==> src/rtl/gray_counter.sv <==
// Up/down counter holding a binary count and a registered Gray image of it.
// Gray loads are converted back to binary internally; WRAP selects wrap-around or saturation.
module gray_counter #(
    parameter int WIDTH = 4,
    parameter bit WRAP  = 1'b1
) (
    input  logic             clk,
    input  logic             rst,
    input  logic             en,
    input  logic             up,
    input  logic             load,
    input  logic [WIDTH-1:0] load_gray,
    output logic [WIDTH-1:0] gray_out,
    output logic [WIDTH-1:0] binary_out,
    output logic             limit_pulse
);

    localparam logic [WIDTH-1:0] MAX_CNT = '1;
    localparam logic [WIDTH-1:0] ONE_CNT = {{(WIDTH-1){1'b0}}, 1'b1};

    logic [WIDTH-1:0] r_bin;
    logic [WIDTH-1:0] r_gray;
    logic             r_limit;

    logic [WIDTH-1:0] w_load_bin;
    logic [WIDTH-1:0] w_next_bin;
    logic [WIDTH-1:0] w_next_gray;
    logic             w_next_limit;
    logic             w_acc;

    // Gray-to-binary as an XOR prefix chain from the MSB down.
    always_comb begin
        w_acc      = 1'b0;
        w_load_bin = '0;
        for (int i = WIDTH - 1; i >= 0; i--) begin
            w_acc         = w_acc ^ load_gray[i];
            w_load_bin[i] = w_acc;
        end
    end

    // NOTE: every signal gets a default at the top of the block so no path leaves it unassigned,
    // which would otherwise infer a latch.
    always_comb begin
        w_next_bin   = r_bin;
        w_next_limit = 1'b0;
        if (load) begin
            w_next_bin = w_load_bin;
        end else if (en) begin
            if (up) begin
                if (r_bin == MAX_CNT) begin
                    w_next_limit = 1'b1;
                    w_next_bin   = WRAP ? '0 : r_bin;
                end else begin
                    w_next_bin = r_bin + ONE_CNT;
                end
            end else begin
                if (r_bin == '0) begin
                    w_next_limit = 1'b1;
                    w_next_bin   = WRAP ? MAX_CNT : r_bin;
                end else begin
                    w_next_bin = r_bin - ONE_CNT;
                end
            end
        end
        // A load takes the Gray value verbatim; it equals the re-encoded binary anyway.
        w_next_gray = load ? load_gray : (w_next_bin ^ (w_next_bin >> 1));
    end

    // NOTE: state flops use non-blocking assignments so every register samples pre-edge values.
    always_ff @(posedge clk or posedge rst) begin
        if (rst) begin
            r_bin   <= '0;
            r_gray  <= '0;
            r_limit <= 1'b0;
        end else begin
            r_bin   <= w_next_bin;
            r_gray  <= w_next_gray;
            r_limit <= w_next_limit;
        end
    end

    assign gray_out    = r_gray;
    assign binary_out  = r_bin;
    assign limit_pulse = r_limit;

endmodule

==> config.mk <==
export PLATFORM = sky130hd
export DESIGN_NAME = gray_counter
export DESIGN_NICKNAME = d
export VERILOG_FILES = /design/src/rtl/gray_counter.sv
export SDC_FILE = /design/constraint.sdc
export NUM_CORES = 1
export LEC_CHECK = 0
export BUFFER_PORTS_ARGS = -buffer_cell sky130_fd_sc_hd__buf_2
export CORE_UTILIZATION = 43
export DETAILED_ROUTE_END_ITERATION = 7
export PLACE_DENSITY_LB_ADDON = 0.05
export SYNTH_ARGS = -nofsm -noshare
export SYNTH_HDL_FRONTEND = slang
export SYNTH_SLANG_ARGS = --single-unit
==> constraint.sdc <==
create_clock -name clk -period 1.8 [get_ports clk]
set_input_delay 0.27 -clock clk [delete_from_list [all_inputs] [get_ports clk]]
set_output_delay 0.27 -clock clk [all_outputs]
set_load 0.01 [all_outputs]
==> results.sh, run 1 <==
export IMPL_insertedDiodeCount=0
export IMPL_crit_chain="inv_2 > ha_4 > or3b_4 > nor2b_4 > a211o_1 > xnor2_2 > o21ai_1"
export IMPL_final_antenna_net_count=0
export IMPL_horizontal_die_dimension_microns=39.2
export IMPL_finish_cell_count_without_fillers=98
export IMPL_die_ar_sq_mm=0.00153
export IMPL_finalCritPeriodShare_pct=96.5
export IMPL_setup_violations_final=0
export IMPL_design_core_area_sq_mm=0.00128
export IMPL_tightestPinTransition_ns=0.403
export IMPL_pwr_density_cell_mw_per_mm2=1170
export IMPL_synth_seq_cells=8
export IMPL_netlist_top_cells_count="sky130_fd_sc_hd__dfrtp_1 (8), sky130_fd_sc_hd__nand2_1 (7), sky130_fd_sc_hd__xnor2_1 (5)"
export IMPL_area_delta_synth_final_pct=30.3
export IMPL_syn_cell_area_sq_um=594
export IMPL_synth_top_area_share_pct=33.7
export IMPL_post_dp_cell_area_sq_um=706
export IMPL_synth_edff_count=0
export IMPL_fin_setup_tns_ns=0
export IMPL_critical_path_startpoint_type="register"
export IMPL_rsz0062_at_grt="true"
export IMPL_max_cap_violations=0
export IMPL_dpl_cell_count=93
export IMPL_power_ir_vdd_worst_mv=0.806
export IMPL_synth_fp_nets=72
export IMPL_placement_rows=13
export IMPL_post_synth_cell_area_avg_sq_um=9.74
export IMPL_post_route_min_period_ns=1.74
export IMPL_dp_hpwl_microns=858
export IMPL_via_count=486
export IMPL_cts_htree_levels=1
export IMPL_root_buffer="sky130_fd_sc_hd__clkbuf_4"
export IMPL_cp_slowest_stage_delay_ns=0.42
export IMPL_final_max_slew_viol_count=0
export IMPL_synth_largest_area_cell="sky130_fd_sc_hd__dfrtp_1"
export IMPL_grt_ovfl_total=0
export IMPL_post_route_cell_area_sq_um=774
export IMPL_hold_class="in2reg"
export IMPL_iteration_count_of_the_initial_detailed_routing_pass=4
export IMPL_gp_routability_congestion=0.758
export IMPL_critPathCaptureType="register"
export IMPL_worst_endpoint_arrival_ns=1.88
export IMPL_timing_worst_setup_path_type="reg2reg"
export IMPL_cp_required_ns=1.94
export IMPL_ys_flop_type="sky130_fd_sc_hd__dfrtp_1"
export IMPL_post_cts_setup_buffers=0
export IMPL_place_ws_ns=0.0110
export IMPL_die_y_microns=39.2
export IMPL_cp_slowest_cell="sky130_fd_sc_hd__dfrtp_2"
export IMPL_post_synth_top_count_cell="sky130_fd_sc_hd__dfrtp_1"
export IMPL_yosys_warnings=0
export IMPL_filler_cell_count=113
export IMPL_cts_buffers_inserted=3
export IMPL_asyncSetResetFlopFracSynth_pct=100
export IMPL_max_clock_path_buffers=2
export IMPL_port_buffers=17
export IMPL_static_leakage_power_nw=0.381
export IMPL_wl_per_cell_microns=11.6
export IMPL_clk_pin_slew_ns=0.06
export IMPL_grt_pass1_vias=420
export IMPL_status="completed"
export IMPL_grt_antenna_before_repair=0
export IMPL_grt_start_max_net_pins=13
export IMPL_cts_tree="built"
export IMPL_cts_sink_count=8
export IMPL_final_nets=95
export IMPL_finalCoreUtilization_pct=60.3
export IMPL_grt_first_pass_wirelength_microns=1780
export IMPL_synth_seq_area_share_pct=33.7
export IMPL_critical_path_max_fanout=4
export IMPL_synth_lib_cells_used_distinct=28
export IMPL_vias_per_std_cell=4.96
export IMPL_totalPowerFinal_uw=904
export IMPL_post_synth_main_area_contributors="sky130_fd_sc_hd__dfrtp_1 (34%), sky130_fd_sc_hd__xnor2_1 (7.4%), sky130_fd_sc_hd__mux2i_1 (6.7%)"
export IMPL_start_util_pct=46.3
export IMPL_timing_hold_ws_ns=0.250
export IMPL_syn_instance_count=61
export IMPL_num_io_pins=18
export IMPL_clock_fmax_ghz=0.576
export IMPL_route_final_wire_length_microns=1130
export IMPL_worst_clock_skew_ns=0.00639
export IMPL_hold_viol=0
export IMPL_groute_usage_overall_pct=17.9
export IMPL_setup_ws_ns=0.0637
export IMPL_fraction_of_final_layout_cells_sized_beyond_drive_strength_1_pct=47.0
export IMPL_detailed_route_iter0_violations=2
export IMPL_clk_latency_ns=0.25
export IMPL_slew_headroom_pct=72.3
export IMPL_remaining_drc_errors=0
cells by family after synthesis:
| logic type | synth area share (%) |
|---|---|
| xor+xnor | 11.8 |
| mux | 10.5 |
| buf+inv | 7.58 |
| flops | 33.7 |
| compound gates | 12.4 |
| simple gates | 19.8 |
| fa+ha+maj | 4.21 |
per-layer routing:
metal	vias to the layer above	share of wire (%)	global-route usage [%]
li1	250	-	-
met2	13	48	26.7
met1	223	45	23.7
met4	0	0	2.59
met5	-	0	0
met3	0	6.3	8.67
cells in the final DEF, fill, tap and decap left out, drive strengths merged:
cell type    count
a211o            1
and2             1
and3b            1
buf             21
clkbuf           4
dfrtp            8
dlygate4sd3      1
ha               2
inv              4
mux2             2
mux2i            4
nand2            7
nand2b           1
nand3            1
nand4b           1
nor2             2
nor2b            2
o2111ai          1
o21ai            5
o221ai           1
o311a            1
or2              1
or2b             1
or3b             1
or4b             1
xnor2            5
xor2             3
sequential cells by signal, indices dropped and copies added (netlist names):
register and cells:
limit_pulse 1, binary_out 4, gray_out 3
repair_timing:
action	4_1_cts	5_1_grt
endpoints found under the setup margin	1	2
hold buffers	1	0
gates resized for setup	1	6
pin swaps	0	4
hold endpoints to repair	8	0
layout make-up:
cell class	count	area, sq um	area share [%]
Inverter	4	15.0	1.94
Clock buffer	4	26.3	3.39
Multi-Input combinational cell	45	387	49.9
Sequential cell	8	203	26.2
Timing Repair Buffer	22	125	16.2
Tap cell	15	18.8	2.42
final timing paths:
check | from | endpoint | slack [ns] | depth (start not counted)
setup reg to reg | binary_out[1] | gray_out[0] | 0.06 | 7
hold / removal | load_gray[0] | gray_out[0] | 0.25 | 3
hold reg to reg | binary_out[1] | binary_out[1] | 0.74 | 2
setup / recovery | binary_out[1] | gray_out[0] | 0.06 | 7
min in group asynchronous | rst | gray_out[1] | 0.50 | 3
max in group asynchronous | rst | binary_out[1] | 1.04 | 3
critical path, delay by kind of cell, from the launching register on:
kind                     cells  cell delay (ns)
buffers and inverters        1             0.07
XOR/XNOR                     1             0.15
AND/OR/NAND/NOR              2             0.50
flip-flops                   1             0.42
AO/OA/AOI/OAI                2             0.34
adder cells (fa/ha/maj)      1             0.13
report_power, final:
group          switching [mW]  total, mW  internal, mW
clock                  0.0617      0.147        0.0848
sequential             0.0335      0.266         0.233
combinational           0.237      0.492         0.254
(Power assumes the default switching activity.)
==> inputs of run 2 (changes only) <==
Settings changed: SETUP_SLACK_MARGIN from default to 0.4.
==> results.sh, run 2 (synthesized netlist as in run 1, its figures left out) <==
export IMPL_filler_cell_count=117
export IMPL_largest_register_ff_count=4
export IMPL_iteration_count_of_the_initial_detailed_routing_pass=4
export IMPL_via_count=507
export IMPL_cp_required_ns=1.95
export IMPL_grt_pass1_vias=432
export IMPL_crit_buf_inv=1
export IMPL_cpLargestDelayFamily="simple AND/OR/NAND/NOR gates"
export IMPL_start_util_pct=46.3
export IMPL_static_leakage_power_nw=0.396
export IMPL_post_route_min_period_ns=1.73
export IMPL_detailed_route_iter0_violations=11
export IMPL_cp_slowest_stage_delay_ns=0.42
export IMPL_most_frequent_cells_in_the_layout="sky130_fd_sc_hd__buf_2 (17), sky130_fd_sc_hd__nand2_1 (6), sky130_fd_sc_hd__dfrtp_1 (6)"
export IMPL_area_delta_synth_final_pct=40.2
export IMPL_max_clock_path_buffers=2
export IMPL_p_comb_share_pct=58.6
export IMPL_seq_power_share_pct=26.3
export IMPL_final_antenna_net_count=0
export IMPL_finalCritPeriodShare_pct=96.1
export IMPL_final_max_slew_viol_count=0
export IMPL_groute_usage_overall_pct=20.2
export IMPL_post_route_cell_area_sq_um=833
export IMPL_internal_uw=628
export IMPL_status="completed"
export IMPL_pwr_density_cell_mw_per_mm2=1210
export IMPL_critical_path_max_fanout=3
export IMPL_die_ar_sq_mm=0.00153
export IMPL_net_switching_share_of_the_total_power_pct=37.5
export IMPL_post_dp_cell_area_sq_um=732
export IMPL_place_ws_ns=0.0373
export IMPL_worst_endpoint_arrival_ns=1.88
export IMPL_cts_htree_levels=1
export IMPL_cts_buffers_inserted=3
export IMPL_hold_viol=0
export IMPL_crit_chain="inv_2 > ha_4 > or3b_4 > nor2b_1 > a211o_1 > xnor2_2 > o21ai_1"
export IMPL_cts_tree="built"
export IMPL_horizontal_die_dimension_microns=39.2
export IMPL_grt_ovfl_total=0
export IMPL_wl_per_cell_microns=12.6
export IMPL_cts_sink_count=8
export IMPL_die_y_microns=39.2
export IMPL_layout_cells_most_common="sky130_fd_sc_hd__buf_2"
export IMPL_hold_class="in2reg"
export IMPL_clk_latency_ns=0.26
export IMPL_timing_worst_setup_path_type="reg2reg"
export IMPL_worst_clock_skew_ns=0.0120
export IMPL_port_buffers=17
export IMPL_layout_area_seq_sq_um=203
export IMPL_final_nets=96
export IMPL_design_core_area_sq_mm=0.00128
export IMPL_critical_path_startpoint_type="register"
export IMPL_power_ir_vdd_worst_mv=0.699
export IMPL_insertedDiodeCount=0
export IMPL_dp_hpwl_microns=870
export IMPL_cp_slowest_cell="sky130_fd_sc_hd__dfrtp_2"
export IMPL_placement_rows=13
export IMPL_power_frac_clock_pct=15.1
export IMPL_clock_fmax_ghz=0.578
export IMPL_switchingPower_uw=376
export IMPL_rsz0062_at_grt="true"
export IMPL_grt_antenna_before_repair=0
export IMPL_slew_headroom_pct=78.3
export IMPL_num_io_pins=18
export IMPL_setup_violations_final=0
export IMPL_root_buffer="sky130_fd_sc_hd__clkbuf_4"
export IMPL_tightestPinTransition_ns=0.325
export IMPL_gp_routability_congestion=0.715
export IMPL_max_cap_violations=0
export IMPL_multi_input_comb_area_sq_um=422
export IMPL_route_final_wire_length_microns=1240
export IMPL_grt_start_max_net_pins=13
export IMPL_remaining_drc_errors=0
export IMPL_fraction_of_final_layout_cells_sized_beyond_drive_strength_1_pct=50.0
export IMPL_setup_ws_ns=0.0702
export IMPL_clk_pin_slew_ns=0.06
export IMPL_vias_per_std_cell=5.12
export IMPL_grt_first_pass_wirelength_microns=1940
export IMPL_critPathCaptureType="register"
run 2: final cells by class:
type	instances	area share (%)
sequential	8	24.3
tap	15	2.25
multi-input combinational	45	50.6
clock buffer	4	3.15
inverter	4	1.80
timing repair buffer	23	17.9
run 2: metrics by stage:
step | setup TNS [ns] | total power [mW] | hold WS [ns] | utilization [%] | cells
after floorplan | 0 | 0.616 | 0.0855 | - | 61
after global placement | 0 | 0.754 | 0.230 | 57.0 | 92
after detailed placement | 0 | 0.757 | 0.239 | 57.0 | 92
final | 0 | 1.00 | 0.240 | 64.8 | 99
after global routing | -0.00597 | 1.09 | 0.255 | 64.8 | 99
after CTS | 0 | 0.958 | 0.229 | 61.8 | 97
run 2: power groups by stage:
stage / Clock [mW] / Sequential (mW) / Combinational, mW
CTS: 0.158 / 0.263 / 0.537
global placement: 0 / 0.266 / 0.488
finish: 0.152 / 0.264 / 0.588
global route: 0.172 / 0.271 / 0.644
detailed placement: 0 / 0.266 / 0.491
floorplan: 0 / 0.307 / 0.309
run 2: path summary, 6_finish.rpt:
path	from	to	slack [ns]	depth (start not counted)
setup / recovery	binary_out[1]	gray_out[0]	0.07	7
hold / removal	load_gray[1]	gray_out[1]	0.24	3
setup reg to reg	binary_out[1]	gray_out[0]	0.07	7
hold reg to reg	binary_out[2]	limit_pulse	0.80	3
max in group asynchronous	rst	binary_out[1]	1.05	3
min in group asynchronous	rst	gray_out[0]	0.49	3
run 2: worst min-delay path: cells and delay by family:
family          cells  cell delay [ns]
buf+inv             1             0.09
compound gates      1             0.06
simple gates        1             0.05
run 2: layer usage:
| layer | vias up | GRT usage [%] | wire length, microns |
|---|---|---|---|
| met5 | - | 0 | 0 |
| met4 | 0 | 2.59 | 6 |
| li1 | 253 | - | - |
| met2 | 12 | 31.7 | 629 |
| met1 | 240 | 25.2 | 544 |
| met3 | 2 | 10.4 | 63 |
run 2: repair_timing:
item                                   CTS  global route
hold buffers                             1             0
resized for setup                        5             5
pin swaps                                5             4
setup buffers                            0             2
setup endpoints to repair                7             8
endpoints found under the hold margin    8             0
